[config.mk]
export PLATFORM = sky130hd
export DESIGN_NAME = operand_issue_flat
export DESIGN_NICKNAME = d
export VERILOG_FILES = /design/src/rtl/operand_issue_if.sv /design/src/rtl/operand_issue.sv /design/src/flat_wrapper.sv
export SDC_FILE = /design/constraint.sdc
export NUM_CORES = 1
export LEC_CHECK = 0
export BUFFER_PORTS_ARGS = -buffer_cell sky130_fd_sc_hd__buf_2
export CORE_AREA = 2 2 245 247
export CTS_CLUSTER_SIZE = 40
export DETAILED_ROUTE_END_ITERATION = 16
export DIE_AREA = 0 0 247 249
export MAX_ROUTING_LAYER = met4
export SETUP_SLACK_MARGIN = 0.3
export SYNTH_ARGS = -nofsm -noshare
export SYNTH_HDL_FRONTEND = slang
export SYNTH_SLANG_ARGS = --single-unit
[constraint.sdc]
create_clock -name clk -period 4.55 [get_ports clk]
set_input_delay 1.365 -clock clk [delete_from_list [all_inputs] [get_ports clk]]
set_output_delay 1.365 -clock clk [all_outputs]
set_load 0.01 [all_outputs]
[src/rtl/operand_issue_if.sv]
// rtl/operand_issue_if.sv - decoder, GPR read, EXU slot, writeback and flush signals of the issue stage
// master = surrounding pipeline/environment, slave = operand_issue
interface operand_issue_if #(
  parameter int DATA_WIDTH = 64,
  parameter int OP_WIDTH   = 16
);
  logic                  in_valid;
  logic                  in_ready;
  logic [4:0]            in_rs1;
  logic [4:0]            in_rs2;
  logic                  in_rs1_en;
  logic                  in_rs2_en;
  logic [4:0]            in_rd;
  logic                  in_rd_en;
  logic [DATA_WIDTH-1:0] in_pc;
  logic [DATA_WIDTH-1:0] in_imm;
  logic [OP_WIDTH-1:0]   in_op;
  logic [4:0]            raddr1;
  logic [4:0]            raddr2;
  logic                  ren1;
  logic                  ren2;
  logic [DATA_WIDTH-1:0] rdata1;
  logic [DATA_WIDTH-1:0] rdata2;
  logic                  out_valid;
  logic                  out_ready;
  logic [DATA_WIDTH-1:0] out_src1;
  logic [DATA_WIDTH-1:0] out_src2;
  logic [4:0]            out_rd;
  logic                  out_rd_en;
  logic [DATA_WIDTH-1:0] out_pc;
  logic [DATA_WIDTH-1:0] out_imm;
  logic [OP_WIDTH-1:0]   out_op;
  logic                  wb_valid;
  logic [4:0]            wb_rd;
  logic                  flush;
  logic [31:0]           pending;

  modport master (
    output in_valid, in_rs1, in_rs2, in_rs1_en, in_rs2_en, in_rd, in_rd_en, in_pc, in_imm, in_op,
    input  in_ready, raddr1, raddr2, ren1, ren2,
    output rdata1, rdata2, out_ready, wb_valid, wb_rd, flush,
    input  out_valid, out_src1, out_src2, out_rd, out_rd_en, out_pc, out_imm, out_op, pending
  );

  modport slave (
    input  in_valid, in_rs1, in_rs2, in_rs1_en, in_rs2_en, in_rd, in_rd_en, in_pc, in_imm, in_op,
    output in_ready, raddr1, raddr2, ren1, ren2,
    input  rdata1, rdata2, out_ready, wb_valid, wb_rd, flush,
    output out_valid, out_src1, out_src2, out_rd, out_rd_en, out_pc, out_imm, out_op, pending
  );
endinterface

[src/rtl/operand_issue.sv]
// rtl/operand_issue.sv - decode-to-execute issue stage with pending-write scoreboard
// Stalls on RAW/WAW against pend[], captures GPR operands into a single valid/ready slot.
module operand_issue #(
  parameter int DATA_WIDTH = 64,
  parameter int OP_WIDTH   = 16
) (
  input logic           clk,
  input logic           rst,
  operand_issue_if.slave io
);
  logic [31:0] pend;
  logic [31:0] pend_set;
  logic [31:0] pend_clr;
  logic [31:0] pend_next;
  logic        hazard;
  logic        slot_free;
  logic        issue;

  assign io.raddr1  = io.in_rs1;
  assign io.raddr2  = io.in_rs2;
  assign io.ren1    = io.in_rs1_en;
  assign io.ren2    = io.in_rs2_en;
  assign io.pending = pend;

  always_comb begin
    hazard = (io.in_rs1_en && (io.in_rs1 != 5'd0) && pend[io.in_rs1]) ||
             (io.in_rs2_en && (io.in_rs2 != 5'd0) && pend[io.in_rs2]) ||
             (io.in_rd_en  && (io.in_rd  != 5'd0) && pend[io.in_rd]);
  end

  assign slot_free   = !io.out_valid || io.out_ready;
  assign io.in_ready = rst && !io.flush && !hazard && slot_free;
  assign issue       = io.in_valid && io.in_ready;

  // Clears are applied before the set so a forced same-bit collision leaves the bit set.
  always_comb begin
    pend_set = '0;
    pend_clr = '0;
    if (issue && io.in_rd_en) pend_set[io.in_rd] = 1'b1;
    if (io.wb_valid) pend_clr[io.wb_rd] = 1'b1;
    if (io.flush && io.out_valid && io.out_rd_en) pend_clr[io.out_rd] = 1'b1;
    pend_next = ((pend & ~pend_clr) | pend_set) & 32'hFFFF_FFFE;
  end

  always_ff @(posedge clk or negedge rst) begin
    if (!rst) begin
      pend         <= '0;
      io.out_valid <= 1'b0;
      io.out_src1  <= '0;
      io.out_src2  <= '0;
      io.out_rd    <= '0;
      io.out_rd_en <= 1'b0;
      io.out_pc    <= '0;
      io.out_imm   <= '0;
      io.out_op    <= '0;
    end else begin
      pend <= pend_next;
      if (issue) begin
        io.out_valid <= 1'b1;
        io.out_src1  <= io.in_rs1_en ? io.rdata1 : '0;
        io.out_src2  <= io.in_rs2_en ? io.rdata2 : '0;
        io.out_rd    <= io.in_rd;
        io.out_rd_en <= io.in_rd_en;
        io.out_pc    <= io.in_pc;
        io.out_imm   <= io.in_imm;
        io.out_op    <= io.in_op;
      end else if (io.flush || io.out_ready) begin
        io.out_valid <= 1'b0;
      end
    end
  end
endmodule

[src/flat_wrapper.sv]
// flat-port wrapper written by rule: the top's interface ports become plain ports
module operand_issue_flat 
#(
  parameter int DATA_WIDTH = 64,
  parameter int OP_WIDTH   = 16
)
  (clk, rst, io_in_valid, io_in_rs1, io_in_rs2, io_in_rs1_en, io_in_rs2_en, io_in_rd, io_in_rd_en, io_in_pc, io_in_imm, io_in_op, io_in_ready, io_raddr1, io_raddr2, io_ren1, io_ren2, io_rdata1, io_rdata2, io_out_ready, io_wb_valid, io_wb_rd, io_flush, io_out_valid, io_out_src1, io_out_src2, io_out_rd, io_out_rd_en, io_out_pc, io_out_imm, io_out_op, io_pending);
  operand_issue_if #(.DATA_WIDTH(DATA_WIDTH), .OP_WIDTH(OP_WIDTH)) io_i ();
  input logic clk;
  input logic rst;
  input wire logic [$bits(io_i.in_valid)-1:0] io_in_valid;
  input wire logic [$bits(io_i.in_rs1)-1:0] io_in_rs1;
  input wire logic [$bits(io_i.in_rs2)-1:0] io_in_rs2;
  input wire logic [$bits(io_i.in_rs1_en)-1:0] io_in_rs1_en;
  input wire logic [$bits(io_i.in_rs2_en)-1:0] io_in_rs2_en;
  input wire logic [$bits(io_i.in_rd)-1:0] io_in_rd;
  input wire logic [$bits(io_i.in_rd_en)-1:0] io_in_rd_en;
  input wire logic [$bits(io_i.in_pc)-1:0] io_in_pc;
  input wire logic [$bits(io_i.in_imm)-1:0] io_in_imm;
  input wire logic [$bits(io_i.in_op)-1:0] io_in_op;
  output wire logic [$bits(io_i.in_ready)-1:0] io_in_ready;
  output wire logic [$bits(io_i.raddr1)-1:0] io_raddr1;
  output wire logic [$bits(io_i.raddr2)-1:0] io_raddr2;
  output wire logic [$bits(io_i.ren1)-1:0] io_ren1;
  output wire logic [$bits(io_i.ren2)-1:0] io_ren2;
  input wire logic [$bits(io_i.rdata1)-1:0] io_rdata1;
  input wire logic [$bits(io_i.rdata2)-1:0] io_rdata2;
  input wire logic [$bits(io_i.out_ready)-1:0] io_out_ready;
  input wire logic [$bits(io_i.wb_valid)-1:0] io_wb_valid;
  input wire logic [$bits(io_i.wb_rd)-1:0] io_wb_rd;
  input wire logic [$bits(io_i.flush)-1:0] io_flush;
  output wire logic [$bits(io_i.out_valid)-1:0] io_out_valid;
  output wire logic [$bits(io_i.out_src1)-1:0] io_out_src1;
  output wire logic [$bits(io_i.out_src2)-1:0] io_out_src2;
  output wire logic [$bits(io_i.out_rd)-1:0] io_out_rd;
  output wire logic [$bits(io_i.out_rd_en)-1:0] io_out_rd_en;
  output wire logic [$bits(io_i.out_pc)-1:0] io_out_pc;
  output wire logic [$bits(io_i.out_imm)-1:0] io_out_imm;
  output wire logic [$bits(io_i.out_op)-1:0] io_out_op;
  output wire logic [$bits(io_i.pending)-1:0] io_pending;
  assign io_i.in_valid = io_in_valid;
  assign io_i.in_rs1 = io_in_rs1;
  assign io_i.in_rs2 = io_in_rs2;
  assign io_i.in_rs1_en = io_in_rs1_en;
  assign io_i.in_rs2_en = io_in_rs2_en;
  assign io_i.in_rd = io_in_rd;
  assign io_i.in_rd_en = io_in_rd_en;
  assign io_i.in_pc = io_in_pc;
  assign io_i.in_imm = io_in_imm;
  assign io_i.in_op = io_in_op;
  assign io_in_ready = io_i.in_ready;
  assign io_raddr1 = io_i.raddr1;
  assign io_raddr2 = io_i.raddr2;
  assign io_ren1 = io_i.ren1;
  assign io_ren2 = io_i.ren2;
  assign io_i.rdata1 = io_rdata1;
  assign io_i.rdata2 = io_rdata2;
  assign io_i.out_ready = io_out_ready;
  assign io_i.wb_valid = io_wb_valid;
  assign io_i.wb_rd = io_wb_rd;
  assign io_i.flush = io_flush;
  assign io_out_valid = io_i.out_valid;
  assign io_out_src1 = io_i.out_src1;
  assign io_out_src2 = io_i.out_src2;
  assign io_out_rd = io_i.out_rd;
  assign io_out_rd_en = io_i.out_rd_en;
  assign io_out_pc = io_i.out_pc;
  assign io_out_imm = io_i.out_imm;
  assign io_out_op = io_i.out_op;
  assign io_pending = io_i.pending;
  operand_issue #(.DATA_WIDTH(DATA_WIDTH), .OP_WIDTH(OP_WIDTH)) u_core (.clk(clk), .rst(rst), .io(io_i));
endmodule
## Word level (Yosys, flattened, before mapping)

Index checks and enable logic that the tools add are counted.

- Register bits after elaboration: 310
- Bits of input ports: 301
- Output and inout bits: 324

- Magnitude comparators: 8
- Muxes and demuxes: 19
- Bitwise logic cells: 4
- Reductions and logical operators: 27

Operators with widths:

| cell | number |
|---|---|
| $mux W64 | 2 |
| $mux W32 | 3 |
| $or A32 B32 Y32 | 2 |
| $and A32 B32 Y32 | 1 |
| $not A32 Y32 | 1 |
| $lt A5 B6 Y1 const B | 5 |
| $logic_and A1 B1 Y1 | 16 |
| $bmux W1 S5 | 3 |
| $demux W1 S5 | 3 |
| $ge A5 B1 Y1 const B | 3 |
| $reduce_bool A5 Y1 | 3 |
| $mux W1 | 8 |
| $logic_or A1 B1 Y1 | 4 |
| $logic_not A1 Y1 | 3 |
| $reduce_bool A2 Y1 | 1 |

## Logic depth before layout (Yosys ltp)

- Depth in word-level cells: 12
- Gate-level depth with buffers: 12
- Gate-level depth less buffers: 7

## Least setup slack after synthesis

Ideal clock, no wire load.

- Path type: input-to-output
- Start point: input port io_in_rs1[0]
- End point: output port io_in_ready
- Arrival: 3006 ps
- Slack: 179 ps
- Stages on the path: 6
- Cell sequence: buf_2 > mux4_2 > mux4_2 > mux2i_1 > o2111ai_1 > nor2_1

- Word-level cells in the longest chain between the ends: 8
- Elaborated cells between the ends (all ways): 10

Ends and longest elaborated chain:

| what | RTL line | text |
|---|---|---|
| from (decl) | flat_wrapper.sv:12 | `input wire logic [$bits(io_i.in_rs1)-1:0] io_in_rs1;` |
| $bmux W1 S5 / $reduce_bool A5 Y1 (equally long branches) | operand_issue.sv:26 | `hazard = (io.in_rs1_en && (io.in_rs1 != 5'd0) && pend[io.in_rs1]) \|\|` |
| $mux W1 (implied by the code) / $logic_and A1 B1 Y1 (equally long branches) | operand_issue.sv:26 |  |
| $logic_and A1 B1 Y1 (*) | operand_issue.sv:26 |  |
| $logic_or A1 B1 Y1 (*) | operand_issue.sv:26 |  |
| $logic_or A1 B1 Y1 (*) | operand_issue.sv:27 | `(io.in_rs2_en && (io.in_rs2 != 5'd0) && pend[io.in_rs2]) \|\|` |
| $logic_not A1 Y1 (*) | operand_issue.sv:32 | `assign io.in_ready = rst && !io.flush && !hazard && slot_free;` |
| $logic_and A1 B1 Y1 (*) (2 in a row) | operand_issue.sv:32 |  |
| to (decl) | flat_wrapper.sv:21 | `output wire logic [$bits(io_i.in_ready)-1:0] io_in_ready;` |

Every way passes the cells marked *; elsewhere a longest branch is shown, timed or not. The select of a mux whose other input is x is not followed.

## Worst setup path in the final report

Ends and elaborated chain as after synthesis.

==> flow_results.org <==
** Status
- The flow ran to the end, and the final reports show no timing, DRC or antenna violations.

** Setup path
- Maximum fanout count along the critical path :: 5
- STA classifies the critical path endpoint as a primary output.
- Data on the critical path is required at its endpoint by 3.18 ns.
- STA classifies the critical path startpoint as a primary input.
- Critical path class :: in2out
- Data arrives at the worst endpoint at 3.10 ns.

** Synth
- Top-area cell type share of the netlist area :: 0.563
- Number of distinct library cell variants in the gate-level netlist after synthesis :: 37
- Cells after Synth :: 1115
- Mean Syn Cell Area :: 12.4 sq um
- Of all flip-flops after synthesis, the portion carrying an async set or reset was 1.00.
- Among all flip-flop cells after synthesis, the most frequent one is sky130_fd_sc_hd__dfrtp_1.
- Total nets after synthesis :: 1416
- Leading post-synthesis cells by cell area :: sky130_fd_sc_hd__dfrtp_1, sky130_fd_sc_hd__mux2_1, sky130_fd_sc_hd__mux2i_1
- Commonest cells post-synth :: sky130_fd_sc_hd__dfrtp_1, sky130_fd_sc_hd__mux2i_1, sky130_fd_sc_hd__mux2_1
- Synth area leader :: sky130_fd_sc_hd__dfrtp_1
- FF+latch count, synth :: 310
- Most frequent cell after synthesis :: sky130_fd_sc_hd__dfrtp_1
- The cell area that synthesis handed to floorplanning was 13800 sq um.
- For this run, the number of Yosys warnings is 0.
- Number of enable-type register cells in the synthesized netlist :: 0
- Sequential-to-total area share from yosys stat :: 0.563

** Hold path
- Kind of path behind the tightest hold check :: reg2reg

** Cells and area
- The finished layout holds 2543 standard cells, fillers aside.
- Growth of design area from synthesis to finish :: 38.5%
- In the final layout, the share of cells above drive strength 1 is 0.430.
- Fill cell total of the finished layout :: 5957
- Number of nets at the end of the flow :: 2042

** Flow run
- # Max-Cap Violations :: 0

** Power and ir drop
- Pleak :: 10.3 nW
- Summing internal, switching and leakage power gives 8.96 mW.
- Pwr dens :: 469 nW/um^2
- IR analysis of the VDD net gives a maximum drop of 320 uV.

** STA
- Actual slew at the worst max-slew pin :: 0.881 ns
- The number of pins with negative max-slew slack in the final report came to 0.
- Worst hold slack :: 0.484 ns
- Max Clk Rate :: 224 MHz
- The hold violation count in the final report came to 0.
- Setup repair after global routing could not meet its margin everywhere.
- Final critical-path required period :: 4.47 ns
- The worst pin sits at a relative slew slack of 0.413.
- Of the available clock period, the critical path in the final layout requires 0.981.
- Clock Skew :: 0.0194 ns
- Setup violations remaining at the end of the flow were counted as 0.

** Clock network
- Number of buffers on the longest clock path :: 3
- Level count of the clock H-tree :: 2
- The tree is rooted in a sky130_fd_sc_hd__clkbuf_16.
- Clock tree from TritonCTS :: built
- Clock-pin slew was measured on the worst setup and hold paths at 0.05 ns.
- TritonCTS created 37 clock buffers.
- Latest clock arrival within the worst-skew pair :: 0.53 ns
- # clock sinks :: 310

** Drt
- After detailed routing, the average wire length per cell comes to 17.9 microns.
- Wire length reported by the detailed router :: 45.4 mm
- Violation count after the first detailed-route iteration :: 749
- Vias per cell :: 4.40
- In this run the remaining antenna-violating nets after routing total 0.
- Summing over every cut layer, the via total after detailed routing is 11182.
- For this run, the detailed router's first-pass iteration total came to 5.
- In the routed design, unresolved DRC markers number 0.

** Placed design
- Detailed placement ended at an HPWL of 34.4 mm.
- At the end of routability-driven placement, the weighted congestion stood at 0.883.
- Quantity of I/O buffers inserted on ports :: 623
- Inst Count DP :: 2473

** Floorplan
- The floorplan step set the die height to 249 microns.
- Ports :: 625
- Horizontal die dimension :: 247 microns
- Initial core utilization :: 0.235
- The die covers 61500 sq um.
- Area of the core :: 58700 sq um
- The initialized floorplan defines 89 standard-cell rows.

** GRT
- The initial antenna violation count is 8.
- Vias in the first global route :: 11796
- Total global routing overflow :: 0
- The first global-routing pass estimated 68.2 mm of wire.
- Largest net degree at the start of global routing :: 71
- For this run, the total global-route usage over all layers was measured as 0.147.
sequential cells by signal, indices dropped and copies added (netlist names):
register             cells
u_core.io.out_rd_en      1
u_core.io.out_op        16
u_core.io.out_pc        64
u_core.io.out_src2      64
u_core.io.out_imm       64
u_core.io.pending       31
u_core.io.out_valid      1
u_core.io.out_src1      64
u_core.io.out_rd         5
cells by family (layout without fill, tap and decap cells):
kind of cell / after synthesis / in the layout / synth area share
AO/OA/AOI/OAI: 82 / 82 / 0.0464
buffers and inverters: 213 / 862 / 0.0721
flip-flops: 310 / 310 / 0.563
multiplexers: 316 / 316 / 0.256
other: 1 / 7 / 0.000272
AND/OR/NAND/NOR: 193 / 193 / 0.0629
power by group:
group	internal [mW]	leakage, nW	switching (mW)
registers	3.42	3.84	0.400
clock network	1.80	0.598	1.15
logic	0.989	5.91	1.20
total	6.20	10.3	2.76
area by class of cell:
cell class / count / area (sq um) / area share
Clock inverter: 15 / 186 / 0.00976
Clock buffer: 47 / 1010 / 0.0530
Sequential cell: 310 / 7760 / 0.406
Tap cell: 773 / 967 / 0.0506
Timing Repair Buffer: 667 / 3590 / 0.188
Inverter: 133 / 499 / 0.0261
Multi-Input combinational cell: 592 / 5070 / 0.266
Antenna cell: 6 / 15.0 / 0.000786
metal layers:
| layer | GRT usage | share of wire | vias to the layer above |
|---|---|---|---|
| li1 | - | - | 5049 |
| met2 | 0.250 | 0.50 | 537 |
| met4 | 0.0537 | 0.030 | 0 |
| met5 | - | 0 | - |
| met3 | 0.0388 | 0.080 | 94 |
| met1 | 0.164 | 0.39 | 5502 |
worst paths after layout:
| kind | from | end | slack [ns] | cells past startpoint |
|---|---|---|---|---|
| hold reg to reg | u_core.io.out_pc[9] | u_core.io.out_pc[9] | 0.48 | 1 |
| setup / recovery | io_in_rs1[0] | io_in_ready | 0.08 | 7 |
| max in group asynchronous | rst | u_core.io.out_src1[36] | 2.05 | 3 |
| setup reg to reg | u_core.io.pending[14] | u_core.io.out_imm[11] | 1.25 | 10 |
| min in group asynchronous | rst | u_core.io.out_src2[36] | 0.71 | 1 |
| hold / removal | u_core.io.out_pc[9] | u_core.io.out_pc[9] | 0.48 | 1 |
critical path: stages:
cell                        delay [ns]
sky130_fd_sc_hd__buf_12           0.09
sky130_fd_sc_hd__mux4_2           0.48
sky130_fd_sc_hd__mux4_2           0.52
sky130_fd_sc_hd__mux2i_4          0.18
sky130_fd_sc_hd__o2111ai_2        0.14
sky130_fd_sc_hd__nor2_1           0.17
sky130_fd_sc_hd__buf_2            0.15
per-stage QoR:
stage / utilization / cell area [sq um] / worst slack [ns] / setup TNS [ns]
2_1_floorplan: - / 13800 / 0.302 / 0
3_3_place_gp: 0.304 / 17800 / -0.186 / -0.186
3_5_place_dp: 0.304 / 17800 / -0.231 / -0.231
4_1_cts: 0.325 / 19100 / 0.0568 / 0
5_1_grt: 0.326 / 19100 / 0.0233 / 0
6_report: 0.326 / 19100 / 0.0844 / 0
cell usage in the layout (no fill, tap or decap), types with 2 or more instances in the layout:
cell | synthesis | routed
sky130_fd_sc_hd__dfrtp_1 | 310 | 310
sky130_fd_sc_hd__clkbuf_1 | 27 | 5
sky130_fd_sc_hd__inv_1 | 133 | 133
sky130_fd_sc_hd__nand3_1 | 10 | 10
sky130_fd_sc_hd__clkbuf_8 | 0 | 5
sky130_fd_sc_hd__nand2b_1 | 2 | 2
sky130_fd_sc_hd__buf_4 | 15 | 35
sky130_fd_sc_hd__o211ai_1 | 2 | 2
sky130_fd_sc_hd__o21ai_0 | 3 | 3
sky130_fd_sc_hd__diode_2 | 0 | 6
sky130_fd_sc_hd__a21oi_1 | 3 | 3
sky130_fd_sc_hd__o22ai_1 | 5 | 5
sky130_fd_sc_hd__clkbuf_16 | 0 | 37
sky130_fd_sc_hd__clkinv_4 | 0 | 2
sky130_fd_sc_hd__buf_2 | 21 | 621
sky130_fd_sc_hd__clkinv_2 | 0 | 8
sky130_fd_sc_hd__o221ai_1 | 31 | 31
sky130_fd_sc_hd__bufinv_16 | 0 | 4
sky130_fd_sc_hd__nor2_1 | 8 | 8
sky130_fd_sc_hd__or3b_2 | 7 | 7
sky130_fd_sc_hd__mux2i_1 | 151 | 150
sky130_fd_sc_hd__mux4_2 | 14 | 14
sky130_fd_sc_hd__nand2_1 | 137 | 137
sky130_fd_sc_hd__nor3_1 | 5 | 5
sky130_fd_sc_hd__buf_12 | 0 | 9
sky130_fd_sc_hd__mux2_2 | 11 | 11
sky130_fd_sc_hd__nor2b_1 | 2 | 2
sky130_fd_sc_hd__nand3b_1 | 15 | 15
sky130_fd_sc_hd__mux2_1 | 140 | 140
sky130_fd_sc_hd__or3_1 | 4 | 4
sky130_fd_sc_hd__o31ai_1 | 31 | 31
what timing repair did:
| action | 4_1_cts | 5_1_grt |
|---|---|---|
| setup endpoints to repair | 1 | 1 |
| buffers inserted | 1 | 0 |
| resized for setup | 8 | 1 |
| gates cloned | 1 | 0 |
| pin swaps | 2 | 2 |
| hold buffers | 0 | 0 |
No activity file was read; power rests on OpenSTA's default activity.
